`src/rtl/branch_redirect_unit.sv`:
```
`default_nettype none
// ============================================================================
// Module   : branch_redirect_unit
// Brief    : Fetch PC owner; resolves branches/jumps, redirects fetch and
//            squashes wrong-path IF/ID contents with a multi-cycle flush.
// Revision : 1.0 - initial release
// ============================================================================
module branch_redirect_unit #(
  parameter logic [31:0] RESET_PC     = 32'h0000_0000,
  parameter int unsigned FLUSH_CYCLES = 2
) (
  input  logic        clk,
  input  logic        rst,
  input  logic        stall,
  input  logic        br_valid,
  input  logic        br_cond,
  input  logic        br_uncond,
  input  logic [31:0] br_pc,
  input  logic [31:0] br_offset,
  input  logic [31:0] jmp_target,
  output logic [31:0] pc,
  output logic        flush,
  output logic        redirect,
  output logic [31:0] branch_count,
  output logic [31:0] taken_count
);

  localparam logic [2:0] c_flush_load = FLUSH_CYCLES[2:0];

  typedef enum logic [0:0] {
    RUN   = 1'b0,
    FLUSH = 1'b1
  } state_t;

  state_t      r_state;
  state_t      w_state_nxt;
  logic [2:0]  r_flush_cnt;
  logic [2:0]  w_flush_cnt_nxt;
  logic        w_flush_nxt;
  logic        w_redirect_nxt;
  logic [31:0] r_pc;
  logic [31:0] w_pc_nxt;
  logic        r_flush;
  logic        r_redirect;
  logic [31:0] r_branch_count;
  logic [31:0] r_taken_count;

  logic        w_taken;
  logic        w_accept;
  logic        w_redirect_now;
  logic [31:0] w_target;

  // Condition/offset/target only matter when br_valid qualifies them.
  assign w_taken        = br_valid & (br_uncond | br_cond);
  assign w_accept       = br_valid & (r_state == RUN);
  assign w_redirect_now = w_accept & w_taken;
  assign w_target       = br_uncond ? {jmp_target[31:2], 2'b00}
                                    : br_pc + 32'd4 + {br_offset[29:0], 2'b00};

  always_comb begin
    w_state_nxt     = r_state;
    w_flush_cnt_nxt = r_flush_cnt;
    w_flush_nxt     = 1'b0;
    w_redirect_nxt  = 1'b0;

    if (w_redirect_now) begin
      w_pc_nxt = w_target;
    end else if (stall) begin
      w_pc_nxt = r_pc;
    end else begin
      w_pc_nxt = r_pc + 32'd4;
    end

    case (r_state)
      RUN: begin
        if (w_redirect_now) begin
          w_state_nxt     = FLUSH;
          w_flush_cnt_nxt = c_flush_load;
          w_flush_nxt     = 1'b1;
          w_redirect_nxt  = 1'b1;
        end
      end
      FLUSH: begin
        // Flush window counts down regardless of stall.
        if (r_flush_cnt <= 3'd1) begin
          w_state_nxt     = RUN;
          w_flush_cnt_nxt = 3'd0;
        end else begin
          w_flush_cnt_nxt = r_flush_cnt - 3'd1;
          w_flush_nxt     = 1'b1;
        end
      end
      default: begin
        w_state_nxt     = RUN;
        w_flush_cnt_nxt = 3'd0;
      end
    endcase
  end

  always_ff @(posedge clk) begin
    if (rst) begin
      r_state        <= RUN;
      r_flush_cnt    <= 3'd0;
      r_pc           <= RESET_PC;
      r_flush        <= 1'b0;
      r_redirect     <= 1'b0;
      r_branch_count <= 32'd0;
      r_taken_count  <= 32'd0;
    end else begin
      r_state     <= w_state_nxt;
      r_flush_cnt <= w_flush_cnt_nxt;
      r_pc        <= w_pc_nxt;
      r_flush     <= w_flush_nxt;
      r_redirect  <= w_redirect_nxt;
      if (w_accept) begin
        r_branch_count <= r_branch_count + 32'd1;
      end
      if (w_redirect_now) begin
        r_taken_count <= r_taken_count + 32'd1;
      end
    end
  end

  assign pc           = r_pc;
  assign flush        = r_flush;
  assign redirect     = r_redirect;
  assign branch_count = r_branch_count;
  assign taken_count  = r_taken_count;

endmodule
`default_nettype wire
```
`config.mk`:
```
export PLATFORM = sky130hd
export DESIGN_NAME = branch_redirect_unit
export DESIGN_NICKNAME = d
export VERILOG_FILES = /design/src/rtl/branch_redirect_unit.sv
export SDC_FILE = /design/constraint.sdc
export NUM_CORES = 1
export LEC_CHECK = 0
export ABC_AREA = 1
export CORE_ASPECT_RATIO = 1.5
export CORE_MARGIN = 2
export CORE_UTILIZATION = 51
export DETAILED_ROUTE_END_ITERATION = 16
export GPL_TIMING_DRIVEN = 0
export PLACE_DENSITY = 0.82
export SKIP_CTS_REPAIR_TIMING = 1
export SLEW_MARGIN = 20
export SYNTH_ARGS = -nofsm -noshare
export SYNTH_HDL_FRONTEND = slang
export SYNTH_SLANG_ARGS = --single-unit
```
`constraint.sdc`:
```
create_clock -name clk -period 3 [get_ports clk]
set_input_delay 0.45 -clock clk [delete_from_list [all_inputs] [get_ports clk]]
set_output_delay 0.45 -clock clk [all_outputs]
set_load 0.01 [all_outputs]
```
# Word-level counts from Yosys, hierarchy flattened
# Index checks and enable logic that the tools add are counted.
[op_classes]
add_sub_neg = 6
multipliers = 0
div_mod_pow = 0
order_cmp = 1
eq_ne = 2
shift = 0
mux = 9
bitwise_logic = 5
n_reduce_logical = 1
[op_table]
columns = ["op", "count"]
rows = [
  ["$mux W32", 3],
  ["$add A32 B1 Y32 const B", 2],
  ["$add A32 B3 Y32 const B", 2],
  ["$add A32 B32 Y32", 1],
  ["$mux W3", 2],
  ["$pmux W3 S2", 1],
  ["$and A1 B1 Y1", 3],
  ["$le A3 B1 Y1 const B", 1],
  ["$sub A3 B1 Y3 const B", 1],
  ["$mux W1", 2],
  ["$ne A2 B1 Y1 const B", 1],
  ["$ne A2 B2 Y1 const B", 1],
  ["$pmux W1 S2", 1],
  ["$reduce_or A2 Y1", 1],
  ["$not A1 Y1", 1],
  ["$or A1 B1 Y1", 1],
]
[totals]
reg_bits = 101
latch_bits = 0
ram_bits = 0
romBits = 0
inputBits = 102
output_inout_bits = 98
wordCells = 30
mem_count = 0

# Depth between registers and ports, before layout
# Gate-level depths: netlist of run 1.
[logic_depth]
word_depth = 5
ltp_mapped = 17
ltp_nobuf = 17

# Worst setup path before layout of run 1
# Ideal clock, no wire load.
[synth_timing]
path_kind = "input port to flip-flop"
from = "input br_pc[3]"
to = "register r_pc[21] (netlist: pc[21])"
setup_time_ns = 0.119
arrival_time_ns = 2.178
required_ns = 2.881
path_slack_ns = 0.703
path_stages = 15
n_path_buf = 0
cell_sequence = "ha_1 -> ha_1 -> fa_1 -> nand3_1 -> nand2_1 -> nand2_1 -> nand2_1 -> nand2_1 -> nand2_1 -> nand3_1 -> nand2_1 -> nand2_1 -> nand3_1 -> nand2_1 -> a21oi_1"
[synth_between]
elab_chain_len = 4
[synth_rtl]
columns = ["element", "line", "rtl"]
rows = [
  ["from (decl)", "18", "input logic [31:0] br_pc,"],
  ["$add A32 B3 Y32", "58", ": br_pc + 32'd4 + {br_offset[29:0], 2'b00};"],
  ["$add A32 B32 Y32", "58", ""],
  ["$mux W32", "57", "assign w_target = br_uncond ? {jmp_target[31:2], 2'b00}"],
  ["$mux W32", "66", "if (w_redirect_now) begin"],
  ["to (signal assigned)", "112", "r_pc <= w_pc_nxt;"],
  ["to (decl)", "41", "logic [31:0] r_pc;"],
]
# No other way between the ends.
# A chain may end at the register's enable or synchronous reset.

# Worst setup path in the final report of run 1
[layout_timing]
from = "input br_pc[3]"
to = "register r_pc[31] (netlist: pc[31])"
# The elaborated chain is that of the path after synthesis.

==> report_table.html, run 1 <==
<table>
<tr><th>Metric</th><th>Value</th></tr>
<tr><th colspan="2">Synthesis</th></tr>
<tr><td>Area share of the largest cell type after synthesis</td><td>24.86%</td></tr>
<tr><td>Mean instance size in the synthesized netlist</td><td>between 6 and 7 µm²</td></tr>
<tr><td>Sequential cell area fraction in the yosys report</td><td>between 20% and 30%</td></tr>
<tr><td>Cell accounting for the most synthesized area</td><td>sky130_fd_sc_hd__dfxtp_1</td></tr>
<tr><td>Synthesis warning total</td><td>0</td></tr>
<tr><td>Count of different cell masters after synthesis</td><td>48</td></tr>
<tr><td>Number of synthesized register bits</td><td>101</td></tr>
<tr><td>Cell count after synthesis</td><td>1303</td></tr>
<tr><td>Primary flip-flop cell chosen by synthesis mapping</td><td>sky130_fd_sc_hd__dfxtp_1</td></tr>
<tr><td>Most instantiated library cell after synthesis</td><td>sky130_fd_sc_hd__nand2_1</td></tr>
<tr><td>Top cells by instance count after synthesis</td><td>sky130_fd_sc_hd__nand2_1, sky130_fd_sc_hd__nor2_1, sky130_fd_sc_hd__inv_1</td></tr>
<tr><td>Post-synthesis net count</td><td>1467</td></tr>
<tr><td>Largest cells by area after synthesis</td><td>sky130_fd_sc_hd__dfxtp_1, sky130_fd_sc_hd__nand2_1, sky130_fd_sc_hd__ha_1</td></tr>
<tr><td>Cell Area, Synth</td><td>8133 µm²</td></tr>
<tr><td>EDFF count, synth</td><td>0</td></tr>
<tr><td>Fraction of registers with async set/reset</td><td>0%</td></tr>
<tr><th colspan="2">Placement</th></tr>
<tr><td>Placer's final routability congestion estimate</td><td>between 0.9 and 1</td></tr>
<tr><td># port buffers</td><td>193</td></tr>
<tr><td>Instance area at placement</td><td>around 10000 µm²</td></tr>
<tr><td>Placed wire-length estimate after detailed placement</td><td>approximately 22000 µm</td></tr>
<tr><th colspan="2">Drt</th></tr>
<tr><td>DRC</td><td>0</td></tr>
<tr><td>Detail-routed net length per standard cell</td><td>about 16 µm</td></tr>
<tr><td>Starting DRC count in detailed routing</td><td>about 550</td></tr>
<tr><td>Final Routed Wirelength</td><td>26930 µm</td></tr>
<tr><td>Via Count</td><td>just over 9000</td></tr>
<tr><td>First-pass iteration count of the detailed router</td><td>8</td></tr>
<tr><td>Routed vias/inst</td><td>around 5.4</td></tr>
<tr><td>Post-detailed-route count of antenna-violating nets</td><td>0</td></tr>
<tr><th colspan="2">Worst setup path</th></tr>
<tr><td>Sort of element at the end of the critical path</td><td>register</td></tr>
<tr><td>Minimum setup slack among reg-to-reg paths</td><td>about 0.64 ns</td></tr>
<tr><td>Number of cells on the worst reg-to-reg path</td><td>9</td></tr>
<tr><td>Required time of the worst setup path</td><td>approximately 3.2 ns</td></tr>
<tr><td>R2r startpoint</td><td>pc[2]</td></tr>
<tr><td>CP Launch Type</td><td>input pin</td></tr>
<tr><td>Data arrival at the endpoint of the critical path</td><td>3.05 ns</td></tr>
<tr><td>Critical path start-end classification</td><td>in2reg</td></tr>
<tr><td>Biggest fanout along the worst timing path</td><td>5</td></tr>
<tr><td>Terminus of the critical flop-to-flop path</td><td>pc[26]</td></tr>
<tr><th colspan="2">Final layout</th></tr>
<tr><td>Ant diodes</td><td>0</td></tr>
<tr><td>Ratio of cells with drive above 1 in the final layout</td><td>under 10%</td></tr>
<tr><td>Cell area after layout</td><td>between 10000 and 15000 µm²</td></tr>
<tr><td>Area grow syn2layout</td><td>30.52%</td></tr>
<tr><td>Count of filler cells inserted in the layout</td><td>roughly 1500</td></tr>
<tr><td>Final-stage net count</td><td>around 1700</td></tr>
<tr><th colspan="2">Global routing</th></tr>
<tr><td>Remaining global-route overflow</td><td>0</td></tr>
<tr><td>Initial antenna violation count</td><td>0</td></tr>
<tr><td>Maximum number of pins on one net before global-route repair</td><td>17</td></tr>
<tr><td>Global-route wire length before repair</td><td>41970 µm</td></tr>
<tr><td>All-layer global routing usage</td><td>31.38%</td></tr>
<tr><td>Number of global-route vias before repair</td><td>8856</td></tr>
<tr><th colspan="2">Clocking</th></tr>
<tr><td>CTS max path bufs</td><td>2</td></tr>
<tr><td>CTS tree</td><td>built</td></tr>
<tr><td>Worst skew pair latency</td><td>roughly 0.35 ns</td></tr>
<tr><td>CTS clock-pin slew for the worst setup and hold paths</td><td>~0.070 ns</td></tr>
<tr><td>Clk Tree Root Cell</td><td>sky130_fd_sc_hd__clkbuf_16</td></tr>
<tr><td>H-tree depth</td><td>3</td></tr>
<tr><td>Total number of clock tree sinks</td><td>around 100</td></tr>
<tr><td>TritonCTS Buffers</td><td>9</td></tr>
<tr><th colspan="2">Job</th></tr>
<tr><td>Number of max-cap violations</td><td>0</td></tr>
<tr><th colspan="2">STA</th></tr>
<tr><td>Unrepaired setup endpoints after global routing</td><td>no</td></tr>
<tr><td>Period utilisation layout</td><td>93.41%</td></tr>
<tr><td>Worst max-slew margin expressed relative to the limit</td><td>52.24%</td></tr>
<tr><td>Measured slew at the worst slew-check pin</td><td>0.7165 ns</td></tr>
<tr><td>Final number of hold-violating endpoints</td><td>0</td></tr>
<tr><td>Fin. max-slew vios</td><td>0</td></tr>
<tr><td>Shortest clock period the worst path allows after layout</td><td>between 2 and 3 ns</td></tr>
<tr><td>Final total negative setup slack</td><td>0 ns</td></tr>
<tr><td>Final setup viols</td><td>0</td></tr>
<tr><td>Final worst clock skew</td><td>roughly 0.0099 ns</td></tr>
<tr><td>Highest clock frequency the design can meet</td><td>about 0.36 GHz</td></tr>
<tr><th colspan="2">Hold path</th></tr>
<tr><td>Source of the worst hold timing path</td><td>r_flush_cnt[0]</td></tr>
<tr><td>Hold crit path type</td><td>reg2reg</td></tr>
<tr><td>Hold path cells</td><td>1</td></tr>
<tr><td>Worst Hold Endpoint</td><td>r_flush_cnt[0]</td></tr>
<tr><th colspan="2">Power and ir drop</th></tr>
<tr><td>Switching power total</td><td>between 1 and 1.5 mW</td></tr>
<tr><td>Internal power consumption</td><td>2.524 mW</td></tr>
<tr><td>Max rail drop VDD</td><td>approximately 330 µV</td></tr>
<tr><td>Comb power frac</td><td>between 20% and 30%</td></tr>
<tr><td>Switching share of power</td><td>around 33%</td></tr>
<tr><td>Sequential Power Share</td><td>approximately two fifths</td></tr>
<tr><td>Power density over the cells</td><td>around 350 nW/µm²</td></tr>
<tr><td>Static leakage power</td><td>roughly 4.4 nW</td></tr>
<tr><td>Total power</td><td>3.761 mW</td></tr>
<tr><td>Relative contribution of the clock network to total power</td><td>a little under a third</td></tr>
<tr><th colspan="2">Die</th></tr>
<tr><td>Std-Cell Rows</td><td>56</td></tr>
<tr><td>Number of top-level pins</td><td>200</td></tr>
<tr><td>Total die area</td><td>16990 µm²</td></tr>
<tr><td>Starting density of the core</td><td>52.05%</td></tr>
<tr><td>Die width</td><td>107.1 µm</td></tr>
<tr><td>Core Footprint</td><td>between 15000 and 20000 µm²</td></tr>
<tr><td>Die H</td><td>about 160 µm</td></tr>
<tr><th colspan="2">Outcome</th></tr>
<tr><td>Status</td><td>finished, final reports clean</td></tr>
</table>
-- power groups by stage --
stage / sequential (mW) / combinational (mW) / clock, mW
after floorplan: 1.50 / 0.646 / 0
after global placement: 1.50 / 1.09 / 0
after detailed placement: 1.50 / 1.11 / 0
after CTS: 1.47 / 1.11 / 1.17
after global routing: 1.48 / 1.24 / 1.24
final: 1.47 / 1.12 / 1.17
-- metal layers --
layer	GRT usage, %	part of all wire, %	vias to the layer above
met4	18.74	6.0	0
met3	2.947	3.7	92
met1	31.36	36	4179
li1	-	-	4662
met5	0	0	-
met2	61.54	54	328
-- worst max-delay path by stage --
stage,from,endpoint,slack (ns),cells past startpoint
after floorplan,br_pc[3],pc[21],0.70,15
after global placement,br_pc[17],pc[27],-0.13,12
after detailed placement,br_pc[3],pc[29],-0.14,16
after CTS,br_pc[3],pc[29],0.22,16
after global routing,br_pc[17],pc[27],0.004,12
final,br_pc[3],pc[31],0.20,16
-- cell type report --
cell class / count / area [µm²] / share of cell area, %
inverter: 166 / 623.1 / 5.870
tap: 203 / 254.0 / 2.393
timing repair buffer: 193 / 1932 / 18.20
clock buffer: 11 / 232.7 / 2.192
sequential: 101 / 2022 / 19.05
multi-input combinational: 1006 / 5365 / 50.54
clock inverter: 5 / 58.81 / 0.5540
buffer: 30 / 127.6 / 1.202
-- registers in the layout, indices dropped and copies added (netlist names) --
name	flops
branch_count	32
redirect	1
flush	1
pc	32
r_flush_cnt	3
taken_count	32
-- cells by family (layout without fill, tap and decap cells) --
logic type | count (synthesis) | count (layout) | share of synthesized area [%]
AOI/OAI and AO/OA | 211 | 211 | 13.91
DFF | 101 | 101 | 24.86
xor gates and xnor gates | 55 | 55 | 5.923
buffers and inverters | 196 | 405 | 9.231
and+or+nand+nor | 678 | 678 | 36.45
adders and majority gates | 62 | 62 | 9.631
-- cell usage in the layout (no fill, tap or decap), types with 6 or more instances in the layout --
cell type,instances
sky130_fd_sc_hd__nand4_1,23
sky130_fd_sc_hd__clkbuf_16,9
sky130_fd_sc_hd__nand2_1,310
sky130_fd_sc_hd__dfxtp_1,101
sky130_fd_sc_hd__inv_1,155
sky130_fd_sc_hd__xnor2_1,14
sky130_fd_sc_hd__nor3_1,36
sky130_fd_sc_hd__ha_1,61
sky130_fd_sc_hd__o21bai_1,7
sky130_fd_sc_hd__nand3_1,76
sky130_fd_sc_hd__nor4_1,6
sky130_fd_sc_hd__nor2_1,189
sky130_fd_sc_hd__o21ai_1,16
sky130_fd_sc_hd__inv_2,11
sky130_fd_sc_hd__clkbuf_1,24
sky130_fd_sc_hd__clkdlybuf4s50_1,193
sky130_fd_sc_hd__o21ai_0,72
sky130_fd_sc_hd__a31oi_1,9
sky130_fd_sc_hd__xor2_1,41
sky130_fd_sc_hd__a21oi_1,90
-- worst max-delay path, stage by stage --
cell and delay, ns:
sky130_fd_sc_hd__clkdlybuf4s50_1 0.41, sky130_fd_sc_hd__ha_1 0.29, sky130_fd_sc_hd__ha_1 0.24, sky130_fd_sc_hd__fa_1 0.41
sky130_fd_sc_hd__nand3_1 0.10, sky130_fd_sc_hd__nand2_1 0.12, sky130_fd_sc_hd__nand3_1 0.10, sky130_fd_sc_hd__nand3_1 0.24
sky130_fd_sc_hd__nand2_1 0.20, sky130_fd_sc_hd__nand2_1 0.07, sky130_fd_sc_hd__nand2_1 0.06, sky130_fd_sc_hd__nand3_1 0.09
sky130_fd_sc_hd__nand2_1 0.09, sky130_fd_sc_hd__nand3_1 0.06, sky130_fd_sc_hd__nand2_1 0.07, sky130_fd_sc_hd__inv_1 0.04
-- metrics by stage --
stage | util, % | std cells | setup slack [ns] | hold WS (ns)
after floorplan | - | 1303 | 0.7026 | 0.4224
after global placement | 66.04 | 1699 | -0.1331 | 0.4358
after detailed placement | 66.04 | 1699 | -0.1428 | 0.4453
after CTS | 67.91 | 1715 | 0.2194 | 0.4545
after global routing | 67.94 | 1715 | 0.004038 | 0.4773
final | 67.94 | 1715 | 0.1977 | 0.4556
(Power assumes the default switching activity.)
==> run 2, diff against run 1 <==
CTS_CLUSTER_SIZE = 24   (was default)
==> results of run 2 <==
Same layout as run 1: the final DEF is identical, and so are final timing and power.
==> run 3, diff against run 2 <==
HOLD_SLACK_MARGIN = 0.02   (was default)
==> results of run 3 <==
Same layout as run 1: the final DEF is identical, and so are final timing and power.
